$ cat src/rtl/doppler_pkg.sv
// Shared definitions for the Doppler range-gate sampler.
// Holds the default sample geometry, the packed word width and the
// sequencer state encoding used by doppler_gate_sampler.
package doppler_pkg;

    localparam int DEF_SAMPLE_W = 16;
    localparam int DEF_LANES    = 4;
    localparam int DEF_DELAY_W  = 16;
    localparam int DEF_LEN_W    = 8;
    localparam int DEF_WORD_W   = DEF_SAMPLE_W * DEF_LANES;

    typedef enum logic [1:0] {
        IDLE    = 2'd0,
        DELAY   = 2'd1,
        ACQUIRE = 2'd2,
        FINISH  = 2'd3
    } state_t;

endpackage

$ cat src/rtl/doppler_gate_sampler_sample_packer.sv
// sample_packer: collects LANES samples into one packed word.
// Lane k occupies bits [k*SAMPLE_W +: SAMPLE_W]; lane 0 is the first sample.
// Ports:
//   clk, reset  - system clock, synchronous active-high reset
//   sample      - sample to insert at the current lane index
//   valid       - insert strobe (already qualified by the caller)
//   word        - packed word including the sample presented this cycle
//   word_done   - high when this cycle's sample completes the word
module sample_packer
    import doppler_pkg::*;
#(
    parameter int SAMPLE_W = DEF_SAMPLE_W,
    parameter int LANES    = DEF_LANES
) (
    input  logic                         clk,
    input  logic                         reset,
    input  logic [SAMPLE_W-1:0]          sample,
    input  logic                         valid,
    output logic [SAMPLE_W*LANES-1:0]    word,
    output logic                         word_done
);

    localparam int IDX_W = (LANES > 1) ? $clog2(LANES) : 1;

    logic [SAMPLE_W*LANES-1:0] lanes_q;
    logic [IDX_W-1:0]          idx_q;

    // The word is presented with the current sample already inserted so
    // the caller can register the complete word on the same edge.
    always_comb begin
        word = lanes_q;
        word[idx_q*SAMPLE_W +: SAMPLE_W] = sample;
        word_done = valid && (idx_q == IDX_W'(LANES - 1));
    end

    always_ff @(posedge clk) begin
        if (reset) begin
            lanes_q <= '0;
            idx_q   <= '0;
        end else if (valid) begin
            lanes_q <= word;
            idx_q   <= word_done ? '0 : idx_q + IDX_W'(1);
        end
    end

endmodule

$ cat src/rtl/doppler_gate_sampler.sv
// doppler_gate_sampler: range-gated ADC capture for one PRF window.
// After prfStart the sequencer discards gateDelay valid samples, then packs
// gateLen words of LANES samples each, announcing every new word by stepping
// the free-running samplingTrigger count, and closes with a prfFinish pulse.
// Ports:
//   clk, reset       - system clock, synchronous active-high reset
//   adcData/adcValid - ADC sample and its strobe
//   prfStart         - transmit pulse opening a window
//   gateDelay        - valid samples to discard (latched at prfStart)
//   gateLen          - words to capture (latched at prfStart)
//   dataOut          - last completed packed word
//   samplingTrigger  - modulo-4 word counter, +1 per new dataOut
//   prfFinish        - one-cycle end-of-window pulse (the FINISH state)
//   busy             - high in DELAY and ACQUIRE
//   overrun          - sticky: prfStart seen outside IDLE
//   dbg_state        - current sequencer state
//
// Handshake: adcValid is a strobe without backpressure; a sample is taken on
// every posedge where adcValid is high. dataOut and samplingTrigger change
// together, one clk after the adcValid that completes a word.
module doppler_gate_sampler
    import doppler_pkg::*;
#(
    parameter int SAMPLE_W = DEF_SAMPLE_W,
    parameter int LANES    = DEF_LANES,
    parameter int DELAY_W  = DEF_DELAY_W,
    parameter int LEN_W    = DEF_LEN_W
) (
    input  logic                      clk,
    input  logic                      reset,
    input  logic [SAMPLE_W-1:0]       adcData,
    input  logic                      adcValid,
    input  logic                      prfStart,
    input  logic [DELAY_W-1:0]        gateDelay,
    input  logic [LEN_W-1:0]          gateLen,
    output logic [SAMPLE_W*LANES-1:0] dataOut,
    output logic [1:0]                samplingTrigger,
    output logic                      prfFinish,
    output logic                      busy,
    output logic                      overrun,
    output state_t                    dbg_state
);

    state_t               state_q, state_d;
    logic [DELAY_W-1:0]   delay_q;
    logic [LEN_W-1:0]     len_q;
    logic [SAMPLE_W*LANES-1:0] word;
    logic                 word_done;
    logic                 pack_valid;

    assign pack_valid = adcValid && (state_q == ACQUIRE);

    sample_packer #(
        .SAMPLE_W (SAMPLE_W),
        .LANES    (LANES)
    ) u_packer (
        .clk       (clk),
        .reset     (reset),
        .sample    (adcData),
        .valid     (pack_valid),
        .word      (word),
        .word_done (word_done)
    );

    always_comb begin
        state_d = state_q;
        case (state_q)
            IDLE: begin
                if (prfStart) begin
                    if (gateDelay != '0)   state_d = DELAY;
                    else if (gateLen != '0) state_d = ACQUIRE;
                    else                    state_d = FINISH;
                end
            end
            DELAY: begin
                // The sample that empties the delay count is discarded.
                if (adcValid && (delay_q == DELAY_W'(1)))
                    state_d = (len_q != '0) ? ACQUIRE : FINISH;
            end
            ACQUIRE: begin
                if (word_done && (len_q == LEN_W'(1)))
                    state_d = FINISH;
            end
            FINISH:  state_d = IDLE;
            default: state_d = IDLE;
        endcase
    end

    always_ff @(posedge clk) begin
        if (reset) begin
            state_q         <= IDLE;
            delay_q         <= '0;
            len_q           <= '0;
            dataOut         <= '0;
            samplingTrigger <= '0;
            overrun         <= 1'b0;
        end else begin
            state_q <= state_d;
            if (state_q == IDLE && prfStart) begin
                delay_q <= gateDelay;
                len_q   <= gateLen;
            end
            if (state_q == DELAY && adcValid)
                delay_q <= delay_q - DELAY_W'(1);
            if (word_done) begin
                dataOut         <= word;
                samplingTrigger <= samplingTrigger + 2'd1;
                len_q           <= len_q - LEN_W'(1);
            end
            // A new transmit before the window closed cannot be honoured.
            if (prfStart && state_q != IDLE)
                overrun <= 1'b1;
        end
    end

    assign prfFinish = (state_q == FINISH);
    assign busy      = (state_q == DELAY) || (state_q == ACQUIRE);
    assign dbg_state = state_q;

endmodule
$ cat config.mk
export PLATFORM = sky130hd
export DESIGN_NAME = doppler_gate_sampler
export DESIGN_NICKNAME = d
export VERILOG_FILES = /design/src/rtl/doppler_pkg.sv /design/src/rtl/doppler_gate_sampler_sample_packer.sv /design/src/rtl/doppler_gate_sampler.sv
export SDC_FILE = /design/constraint.sdc
export NUM_CORES = 1
export LEC_CHECK = 0
export CORE_UTILIZATION = 40
export CTS_CLUSTER_DIAMETER = 50
export DETAILED_ROUTE_END_ITERATION = 8
export DONT_BUFFER_PORTS = 1
export HOLD_SLACK_MARGIN = 0.03
export SLEW_MARGIN = 10
export SYNTH_ARGS = -nofsm -noshare
export SYNTH_HDL_FRONTEND = slang
export SYNTH_SLANG_ARGS = --single-unit
$ cat constraint.sdc
create_clock -name clk -period 2 [get_ports clk]
set_input_delay 0.4 -clock clk [delete_from_list [all_inputs] [get_ports clk]]
set_output_delay 0.4 -clock clk [all_outputs]
set_load 0.01 [all_outputs]
==> results of run 1 <==
==> worst register-to-register path, stage by stage (launching register included) <==
cell and delay (ns):
dfxtp_1 0.41, inv_2 0.11, ha_2 0.39, nor4bb_4 0.27
clkbuf_4 0.27, a21oi_1 0.11, a211oi_1 0.25
==> Yosys cell counts (2+ instances only) <==
cell type | number | area share, %
a22oi_1 | 43 | 5.3
nor3_1 | 44 | 3.6
o311ai_0 | 2 | 0.29
a22o_1 | 6 | 0.87
nor2b_1 | 16 | 1.7
and2_1 | 4 | 0.41
nand4_1 | 7 | 0.72
clkbuf_1 | 35 | 2.2
a211o_1 | 2 | 0.29
nor2_1 | 135 | 8.4
xnor2_1 | 2 | 0.29
buf_1 | 7 | 0.43
a221oi_1 | 31 | 4.5
and3_1 | 3 | 0.31
dfxtp_1 | 143 | 47
a31oi_1 | 7 | 0.72
buf_2 | 11 | 0.91
a211oi_1 | 40 | 5.0
nor4_1 | 9 | 0.93
ha_1 | 13 | 2.7
nor4_4 | 3 | 1.1
inv_1 | 12 | 0.74
or3_1 | 3 | 0.31
nand2_1 | 26 | 1.6
nand3_1 | 8 | 0.66
a21oi_1 | 41 | 3.4
nor3_2 | 2 | 0.33
o211ai_1 | 3 | 0.37
o21ai_0 | 6 | 0.50
==> layout make-up <==
type                            count  area share (%)
Clock buffer                       19            6.38
Clock inverter                     12            1.24
Inverter                           14           0.756
Multi-Input combinational cell    480            42.7
Sequential cell                   143            41.2
Tap cell                          184            3.31
Timing Repair Buffer               32            4.39
==> flip-flops by register name, indices dropped and copies added, names as in the netlist <==
name	cells
u_packer.lanes_q	48
samplingTrigger	2
delay_q	16
dataOut	64
len_q	8
u_packer.idx_q	2
overrun	1
dbg_state	2
==> path summary, 6_finish.rpt <==
check,startpoint,endpoint,slack (ns),cells past startpoint
min,reset,dataOut[16],0.07,1
max,u_packer.idx_q[0],dataOut[43],0.11,6
max reg2reg,u_packer.idx_q[0],dataOut[43],0.11,6
min reg2reg,u_packer.lanes_q[38],u_packer.lanes_q[38],0.49,2
==> layer usage <==
metal / vias up / part of all wire (%) / global-route usage, % / wire length (um)
met3: 25 / 8.5 / 7.40 / 1430
met1: 2516 / 45 / 29.3 / 7630
met5: - / 0 / 0 / 0
met4: 0 / 2.2 / 8.90 / 371
li1: 2524 / - / - / -
met2: 195 / 44 / 33.2 / 7410
==> stage by stage <==
step	worst slack [ns]	utilization, %
3_3_place_gp	0.156	43.5
6_report	0.109	47.4
5_1_grt	-0.0410	47.4
2_1_floorplan	0.0478	-
4_1_cts	0.00787	47.1
3_5_place_dp	0.0228	43.5
==> kinds of logic (layout without fill, tap and decap cells) <==
logic type,after synthesis,after routing,synth area share [%]
multiplexers,3,3,0.537
adder cells (fa/ha/maj),13,13,2.68
buffers and inverters,69,77,4.58
AO/OA/AOI/OAI,190,190,22.8
flip-flops,143,143,47.2
AND/OR/NAND/NOR,271,271,21.8
XOR/XNOR,3,3,0.434
==> power groups by stage <==
stage,Sequential [W],Combinational (W),Clock (W)
2_1_floorplan,0.00337,0.00135,0
6_report,0.00339,0.00185,0.00285
3_3_place_gp,0.00342,0.00176,0
5_1_grt,0.00343,0.00205,0.00302
3_5_place_dp,0.00343,0.00181,0
4_1_cts,0.00337,0.00182,0.00291
==> placed cells by master, fill, tap and decap left out, types with 16 or more instances in the layout <==
cell type / netlist / final
nor3_1: 44 / 43
buf_4: 1 / 25
nor2b_1: 16 / 16
nand2_1: 26 / 26
a221oi_1: 31 / 31
dfxtp_1: 143 / 143
a211oi_1: 40 / 40
a21oi_1: 41 / 41
a22oi_1: 43 / 43
clkbuf_16: 0 / 17
nor2_1: 135 / 135
==> timing repair <==
item / in CTS / in global routing
resized for setup: 0 / 10
endpoints found under the setup margin: 0 / 42
hold endpoints to repair: 0 / 1
hold buffers: 0 / 1
==> impl_metrics.env, run 1 <==
export IMPL_async_flop_share_pct=0
export IMPL_vias=5260
export IMPL_skew_ns=0.00756
export IMPL_required_ns=2.33
export IMPL_areaGrowthSynthToFinish_pct=14.6
export IMPL_fin_nets=745
export IMPL_leakage_nw=2.40
export IMPL_row_count=44
export IMPL_place_congestion=0.848
export IMPL_place_inst=851
export IMPL_ir_drop_mv=0.682
export IMPL_path_clk_slew_ns=0.06
export IMPL_max_slew_margin_pct=65.3
export IMPL_critPathKind="flop to flop"
export IMPL_cp_slowest_stage_delay_ns=0.41
export IMPL_cts_buffer_depth=2
export IMPL_swShare_pct=31.8
export IMPL_dpl_instance_area_um2=6370
export IMPL_cts_tree="yes"
export IMPL_post_cts_buffers=0
export IMPL_clk_latency_ns=0.42
export IMPL_post_dp_hpwl_mm=11.5
export IMPL_multi_input_area_um2=2970
export IMPL_vias_per_cell=5.95
export IMPL_drv_slew=0
export IMPL_drtIter0Drc=462
export IMPL_initial_core_util_pct=41.4
export IMPL_synth_cells=692
export IMPL_maxCapViolations=0
export IMPL_status="finished with violations"
export IMPL_track_usage_pct=22.1
export IMPL_io_buffer_count=0
export IMPL_startpoint_type="flop"
export IMPL_numCtsBuffers=17
export IMPL_yosysSeqAreaShare_pct=47.2
export IMPL_drc_errors=6
export IMPL_hp_class="input port to flop"
export IMPL_ys_warnings_count=0
export IMPL_clockPowerShare_pct=35.3
export IMPL_cts_root_buf="clkbuf_16"
export IMPL_cts_sinks=143
export IMPL_p_total_w=0.00809
export IMPL_ant_nets=0
export IMPL_fin_area_um2=6950
export IMPL_slowest_stage="dfxtp_1"
export IMPL_seqPwrFrac_pct=41.9
export IMPL_crit_family="flip-flops"
export IMPL_grt_overflow_total=0
export IMPL_grt_setup_unrepaired="true"
export IMPL_syn_nets=749
export IMPL_ys_types=57
export IMPL_min_period_ns=1.89
export IMPL_die_y_um=125
export IMPL_p_int_w=0.00552
export IMPL_tightest_slew_ns=0.521
export IMPL_powerDensity_nw_per_um2=1160
export IMPL_synth_edf_count=0
export IMPL_synthFlopType="dfxtp_1"
export IMPL_syn_area_um2=6060
export IMPL_ys_ff_latch=143
export IMPL_fill_cells=1400
export IMPL_endpoint_kind="flop"
export IMPL_diodes=0
export IMPL_fin_setup_tns_ns=0
export IMPL_first_pass_iters=9
export IMPL_violations="DRC"
export IMPL_drive_above_1_share_pct=11.9
export IMPL_pwr_share_comb_pct=22.8
export IMPL_final_hold_violation_count=0
export IMPL_final_cells=884
export IMPL_fp_dieW_um=125
export IMPL_h_tree_depth=4
export IMPL_setup_violations=0
export IMPL_coreArea_um2=14600
export IMPL_crit_chain="inv_2 -> ha_2 -> nor4bb_4 -> clkbuf_4 -> a21oi_1 -> a211oi_1"
export IMPL_grt_pass1_wl_mm=27.2
export IMPL_fp_dieArea_um2=15700
export IMPL_wire_per_inst_um=19.0
export IMPL_crit_buf_inv=2
export IMPL_max_freq_mhz=529
export IMPL_p_sw_w=0.00257
export IMPL_postSynthAreaPerCell_um2=8.76
export IMPL_ff_latch_area_um2=2860
export IMPL_ios=115
export IMPL_post_route_period_util_pct=94.6
export IMPL_holdWs_ns=0.0669
export IMPL_cp_max_fo=8
export IMPL_antenna_found_initial=0
export IMPL_wl_mm=16.8
export IMPL_grt_max_degree=141
export IMPL_worst_ep_arrival_time_ns=2.22
export IMPL_grt_pass1_vias=5166
No activity file was read; power rests on OpenSTA's default activity.
==> run 2: changes to the inputs <==
--- a/config.mk
+++ b/config.mk
@@ -6,6 +6,7 @@
 export NUM_CORES = 1
 export LEC_CHECK = 0
 export CORE_UTILIZATION = 40
+export CTS_BUF_LIST = sky130_fd_sc_hd__clkbuf_4
 export CTS_CLUSTER_DIAMETER = 50
 export DETAILED_ROUTE_END_ITERATION = 8
 export DONT_BUFFER_PORTS = 1
==> run 2 against run 1 <==
The flow finishes with violations (DRC, hold timing). Register-to-register slack hardly changed. Highest routed layer unchanged. Largest cell class unchanged. Sequential power barely moved. First-iteration DRC count up 15%. Critical endpoint is now samplingTrigger[0]. Combinational power hardly changed. Critical path depth unchanged. Worst hold slack got worse by 0.14 ns. Non-clock buffer count increased by 7. Global-route usage is 0.18 points higher. Largest power group unchanged. Critical path type unchanged.
==> impl_metrics.env, run 2 (synthesized netlist as in run 1, its figures left out) <==
export IMPL_grt_setup_unrepaired="true"
export IMPL_fin_nets=752
export IMPL_post_dp_hpwl_mm=11.5
export IMPL_grt_overflow_total=0
export IMPL_wire_per_inst_um=19.1
export IMPL_drv_slew=0
export IMPL_areaGrowthSynthToFinish_pct=11.1
export IMPL_coreArea_um2=14600
export IMPL_fin_setup_tns_ns=0
export IMPL_p_total_w=0.00684
export IMPL_ir_drop_mv=0.494
export IMPL_cts_tree="yes"
export IMPL_dp_slack_ns=0.0228
export IMPL_worst_ep_arrival_time_ns=2.34
export IMPL_leakage_nw=2.30
export IMPL_final_cell_mix="dfxtp_1 (141), nor2_1 (135), nor3_1 (43), a22oi_1 (43), a21oi_1 (41)"
export IMPL_initial_core_util_pct=41.4
export IMPL_final_hold_violation_count=105
export IMPL_post_cts_buffers=0
export IMPL_post_route_period_util_pct=94.9
export IMPL_startpoint_type="flop"
export IMPL_top_regs="dataOut: 64 flops, u_packer.lanes_q: 48 flops, delay_q: 16 flops"
export IMPL_vias=5349
export IMPL_fp_dieArea_um2=15700
export IMPL_max_slew_margin_pct=65.6
export IMPL_numCtsBuffers=17
export IMPL_vias_per_cell=5.97
export IMPL_wl_mm=17.1
export IMPL_min_period_ns=1.90
export IMPL_holdWs_ns=-0.0734
export IMPL_powerDensity_nw_per_um2=1020
export IMPL_largest_register="dataOut"
export IMPL_status="finished with violations"
export IMPL_antenna_found_initial=2
export IMPL_endpoint_kind="flop"
export IMPL_final_common_cell="dfxtp_1"
export IMPL_track_usage_pct=22.3
export IMPL_fill_cells=1430
export IMPL_violations="DRC, hold timing"
export IMPL_ios=115
export IMPL_drive_above_1_share_pct=12.0
export IMPL_fp_dieW_um=125
export IMPL_ff_latch_area_um2=2870
export IMPL_place_congestion=0.848
export IMPL_die_y_um=125
export IMPL_skew_ns=0.0164
export IMPL_cp_max_fo=5
export IMPL_setup_violations=0
export IMPL_first_pass_iters=9
export IMPL_ant_nets=0
export IMPL_required_ns=2.44
export IMPL_maxCapViolations=0
export IMPL_h_tree_depth=4
export IMPL_row_count=44
export IMPL_grt_pass1_wl_mm=27.5
export IMPL_clk_latency_ns=0.54
export IMPL_hp_class="input port to flop"
export IMPL_worst_slack_ns=0.103
export IMPL_critPathKind="flop to flop"
export IMPL_io_buffer_count=0
export IMPL_multi_input_area_um2=2970
export IMPL_grt_max_degree=141
export IMPL_max_freq_mhz=527
export IMPL_fin_util_pct=46.0
export IMPL_drc_errors=6
export IMPL_drtIter0Drc=530
export IMPL_tightest_slew_ns=0.516
export IMPL_largest_reg_flops=64
export IMPL_path_clk_slew_ns=0.12
export IMPL_ctsHoldBuffers=8
export IMPL_cts_sinks=143
export IMPL_cts_root_buf="clkbuf_4"
export IMPL_cts_buffer_depth=2
export IMPL_grt_pass1_vias=5172
[run 2: cell count changes in the layout (fill, tap and decap cells not counted), sizes merged]
cell         before  now
clkinv            7    8
dlygate4sd3       1    8
clkbuf           20   18
diode             0    5
buf              30   31
[run 2: layout make-up]
cell class / instances / share of cell area [%]
clock buffer: 18 / 2.01
inverter: 14 / 0.780
clock inverter: 13 / 1.34
tap: 184 / 3.42
multi-input combinational: 480 / 44.1
sequential: 143 / 42.5
antenna: 5 / 0.186
timing repair buffer: 39 / 5.63
[run 2: per-layer routing]
metal  vias up  GRT usage [%]  routed length [um]
met3        25           7.53                1530
li1       2541              -                   -
met5         -              0                   0
met1      2571           29.6                7700
met4         0           7.25                 303
met2       212           34.0                7600
[run 2: path summary, 6_finish.rpt]
kind | cells after the start | startpoint | to | slack, ns
max | 6 | u_packer.idx_q[1] | samplingTrigger[0] | 0.10
min | 1 | reset | dataOut[16] | -0.07
max reg2reg | 6 | u_packer.idx_q[1] | samplingTrigger[0] | 0.10
min reg2reg | 2 | u_packer.lanes_q[43] | u_packer.lanes_q[43] | 0.50
[run 2: power by group]
group,switching (W),total (W),internal (W)
registers,0.000273,0.00339,0.00311
logic,0.00108,0.00188,0.000801
clock network,0.00108,0.00158,0.000498
[run 2: critical path, cell delays in order, from the launching register on]
cell and delay [ns]:
dfxtp_1 0.40, ha_1 0.24, and3_4 0.26, buf_4 0.16, xnor2_1 0.12, nor2_1 0.06, dlygate4sd3_1 0.56
[run 2: stage by stage]
step	cells	cell area [um2]
finish	896	6740
global route	896	6740
CTS	890	6680
detailed placement	851	6370
global placement	851	6370
floorplan	692	6060
[run 2: timing repair]
| item | CTS | global route |
|---|---|---|
| cloned | 0 | 1 |
| pin swaps | 0 | 1 |
| setup endpoints to repair | 1 | 32 |
| hold endpoints to repair | 143 | 135 |
| gates resized for setup | 1 | 14 |
==> run 3: changes to the inputs <==
--- a/config.mk
+++ b/config.mk
@@ -5,12 +5,14 @@
 export SDC_FILE = /design/constraint.sdc
 export NUM_CORES = 1
 export LEC_CHECK = 0
-export CORE_UTILIZATION = 40
+export ABC_AREA = 1
+export CORE_UTILIZATION = 50
 export CTS_BUF_LIST = sky130_fd_sc_hd__clkbuf_4
 export CTS_CLUSTER_DIAMETER = 50
 export DETAILED_ROUTE_END_ITERATION = 8
 export DONT_BUFFER_PORTS = 1
 export HOLD_SLACK_MARGIN = 0.03
+export PLACE_DENSITY = 0.68
 export SLEW_MARGIN = 10
 export SYNTH_ARGS = -nofsm -noshare
 export SYNTH_HDL_FRONTEND = slang
==> run 3 against run 2 <==
The run now ends clean. Worst setup slack better by 0.056 ns. Sequential share of layout area is 5.0 points lower. Final cell count is 31% higher. Register-to-register slack better by 0.09 ns. Sequential cell count unchanged. Clock power up 30%. Power rose by 15%. Combinational power is 31% higher. Via count increased by 16%. Count of clock-buffer cells in the layout rose by 1. Synthesized cell count is 41% higher. Critical path type is now flop to output port.
==> impl_metrics.env, run 3 <==
export IMPL_synth_edf_count=0
export IMPL_grt_pass1_wl_mm=29.8
export IMPL_post_route_period_util_pct=92.1
export IMPL_synth_most_common_cell="inv_1"
export IMPL_slowest_stage="dfxtp_1"
export IMPL_startpoint_type="flop"
export IMPL_synth_top_cell_area_share_pct=41.2
export IMPL_ctsHoldBuffers=21
export IMPL_grt_pass1_vias=5808
export IMPL_cp_max_fo=4
export IMPL_min_to="delay_q[0]"
export IMPL_maxCapViolations=0
export IMPL_holdWs_ns=0.0825
export IMPL_first_pass_iters=5
export IMPL_fin_area_um2=7620
export IMPL_drv_slew=0
export IMPL_timing_rr_end="u_packer.lanes_q[20]"
export IMPL_drtIter0Drc=546
export IMPL_numCtsBuffers=17
export IMPL_ir_drop_mv=0.733
export IMPL_setup_violations=0
export IMPL_row_count=42
export IMPL_wl_mm=18.3
export IMPL_initial_core_util_pct=51.8
export IMPL_worst_ep_arrival_time_ns=1.44
export IMPL_drc_errors=0
export IMPL_post_cts_resize_count=0
export IMPL_path_clk_slew_ns=0.11
export IMPL_wl_met3_mm=1.40
export IMPL_endpoint_kind="output port"
export IMPL_largest_register="dataOut"
export IMPL_skew_ns=0.0236
export IMPL_ys_ff_latch=143
export IMPL_wire_per_inst_um=15.6
export IMPL_dpl_instance_area_um2=7080
export IMPL_hp_class="input port to flop"
export IMPL_track_usage_pct=26.6
export IMPL_leakage_nw=3.69
export IMPL_ios=115
export IMPL_syn_area_um2=6940
export IMPL_dp_slack_ns=0.198
export IMPL_ant_nets=0
export IMPL_h_tree_depth=4
export IMPL_post_dp_hpwl_mm=12.4
export IMPL_fin_nets=1038
export IMPL_vias_per_cell=5.30
export IMPL_max_freq_mhz=543
export IMPL_place_congestion=0.905
export IMPL_worst_slack_ns=0.159
export IMPL_final_common_cell="inv_1"
export IMPL_vias=6211
export IMPL_critPathKind="flop to output port"
export IMPL_met2_length_mm=8.34
export IMPL_post_cts_buffers=0
export IMPL_r2r_slack_ns=0.19
export IMPL_worstHoldStart="gateDelay[0]"
export IMPL_min_period_ns=1.84
export IMPL_syn_nets=1036
export IMPL_status="finished clean"
export IMPL_grt_overflow_total=0
export IMPL_drt_met1_wl_mm=8.24
export IMPL_final_hold_violation_count=0
export IMPL_async_flop_share_pct=0
export IMPL_final_cell_mix="inv_1 (192), dfxtp_1 (143), nand2_1 (122)"
export IMPL_die_y_um=120
export IMPL_largest_reg_flops=64
export IMPL_cp_slowest_stage_delay_ns=0.35
export IMPL_synth_area_top_cells="dfxtp_1 (41%), inv_1 (10%), o21ai_0 (6.8%), nand2_1 (6.6%), a21oi_1 (5.7%)"
export IMPL_cts_tree="yes"
export IMPL_areaGrowthSynthToFinish_pct=9.73
export IMPL_postSynthAreaPerCell_um2=7.09
export IMPL_ys_top_cells_by_count="inv_1 (193), dfxtp_1 (143), nand2_1 (122)"
export IMPL_place_inst=1117
export IMPL_synth_largest_area_cell="dfxtp_1"
export IMPL_top_regs="dataOut: 64 flops, u_packer.lanes_q: 48 flops, delay_q: 16 flops"
export IMPL_clk_latency_ns=0.55
export IMPL_fp_dieW_um=120
export IMPL_hold_depth=2
export IMPL_final_cells=1171
export IMPL_cts_sinks=143
export IMPL_tightest_slew_ns=0.449
export IMPL_required_ns=1.60
export IMPL_antenna_found_initial=1
export IMPL_cts_buffer_depth=2
export IMPL_drive_above_1_share_pct=6.64
export IMPL_ys_warnings_count=0
export IMPL_top_layer="met4"
export IMPL_crit_chain="buf_4 -> inv_1 -> ha_1"
export IMPL_fp_dieArea_um2=14400
export IMPL_powerDensity_nw_per_um2=1030
export IMPL_fin_setup_tns_ns=0
export IMPL_grt_max_degree=73
export IMPL_worst_r2r_cell_count=7
export IMPL_coreArea_um2=13400
export IMPL_synthFlopType="dfxtp_1"
export IMPL_max_slew_margin_pct=69.3
export IMPL_cts_root_buf="clkbuf_4"
export IMPL_io_buffer_count=0
export IMPL_r2r_start="u_packer.idx_q[1]"
export IMPL_yosysSeqAreaShare_pct=41.2
export IMPL_synth_cells=979
export IMPL_ys_types=39
export IMPL_grt_setup_unrepaired="false"
## run 3: worst max-delay path, delay by kind of cell (launching register included)
| family | cells | cell delay, ns |
|---|---|---|
| DFF | 1 | 0.35 |
| adders and majority gates | 1 | 0.35 |
| buffers and inverters | 2 | 0.20 |
## run 3: where the power goes
group | switching, W | internal, W
Sequential | 0.000193 | 0.00317
Clock | 0.00106 | 0.00100
Combinational | 0.00158 | 0.000883
Total | 0.00283 | 0.00506
## run 3: routing by layer
layer  global-route usage (%)  vias up
met5                        0        -
li1                         -     3159
met2                     42.4      227
met1                     35.2     2801
met4                     8.28        0
met3                     6.70       24
## run 3: cells by family after synthesis
logic type               after synthesis  synth area share [%]
AND/OR/NAND/NOR                      254                  15.5
flip-flops                           143                  41.2
AO/OA/AOI/OAI                        308                  25.3
adder cells (fa/ha/maj)               13                  2.34
buffers and inverters                256                  14.9
XOR/XNOR                               5                 0.631
## run 3: how the worst max path moves through the flow
| stage | start | to | cells past startpoint |
|---|---|---|---|
| finish | dbg_state[1] | busy | 3 |
| global route | u_packer.idx_q[1] | dataOut[31] | 7 |
| CTS | dbg_state[1] | busy | 3 |
| detailed placement | u_packer.idx_q[1] | u_packer.lanes_q[20] | 7 |
| global placement | u_packer.idx_q[1] | u_packer.lanes_q[23] | 7 |
| floorplan | u_packer.idx_q[0] | u_packer.lanes_q[38] | 7 |
## run 3: cell type report
type                       count  area, um2
antenna                        1       2.50
clock buffer                  19        143
clock inverter                13        169
fill                        1349       5780
inverter                     197        742
multi-input combinational    580       3050
sequential                   143       2860
tap                          176        220
timing repair buffer          42        435
## run 3: per-stage QoR
stage | utilization [%] | power [W]
floorplan | - | 0.00525
global placement | 52.8 | 0.00575
detailed placement | 52.8 | 0.00578
CTS | 56.8 | 0.00788
global route | 56.9 | 0.00840
finish | 56.9 | 0.00789
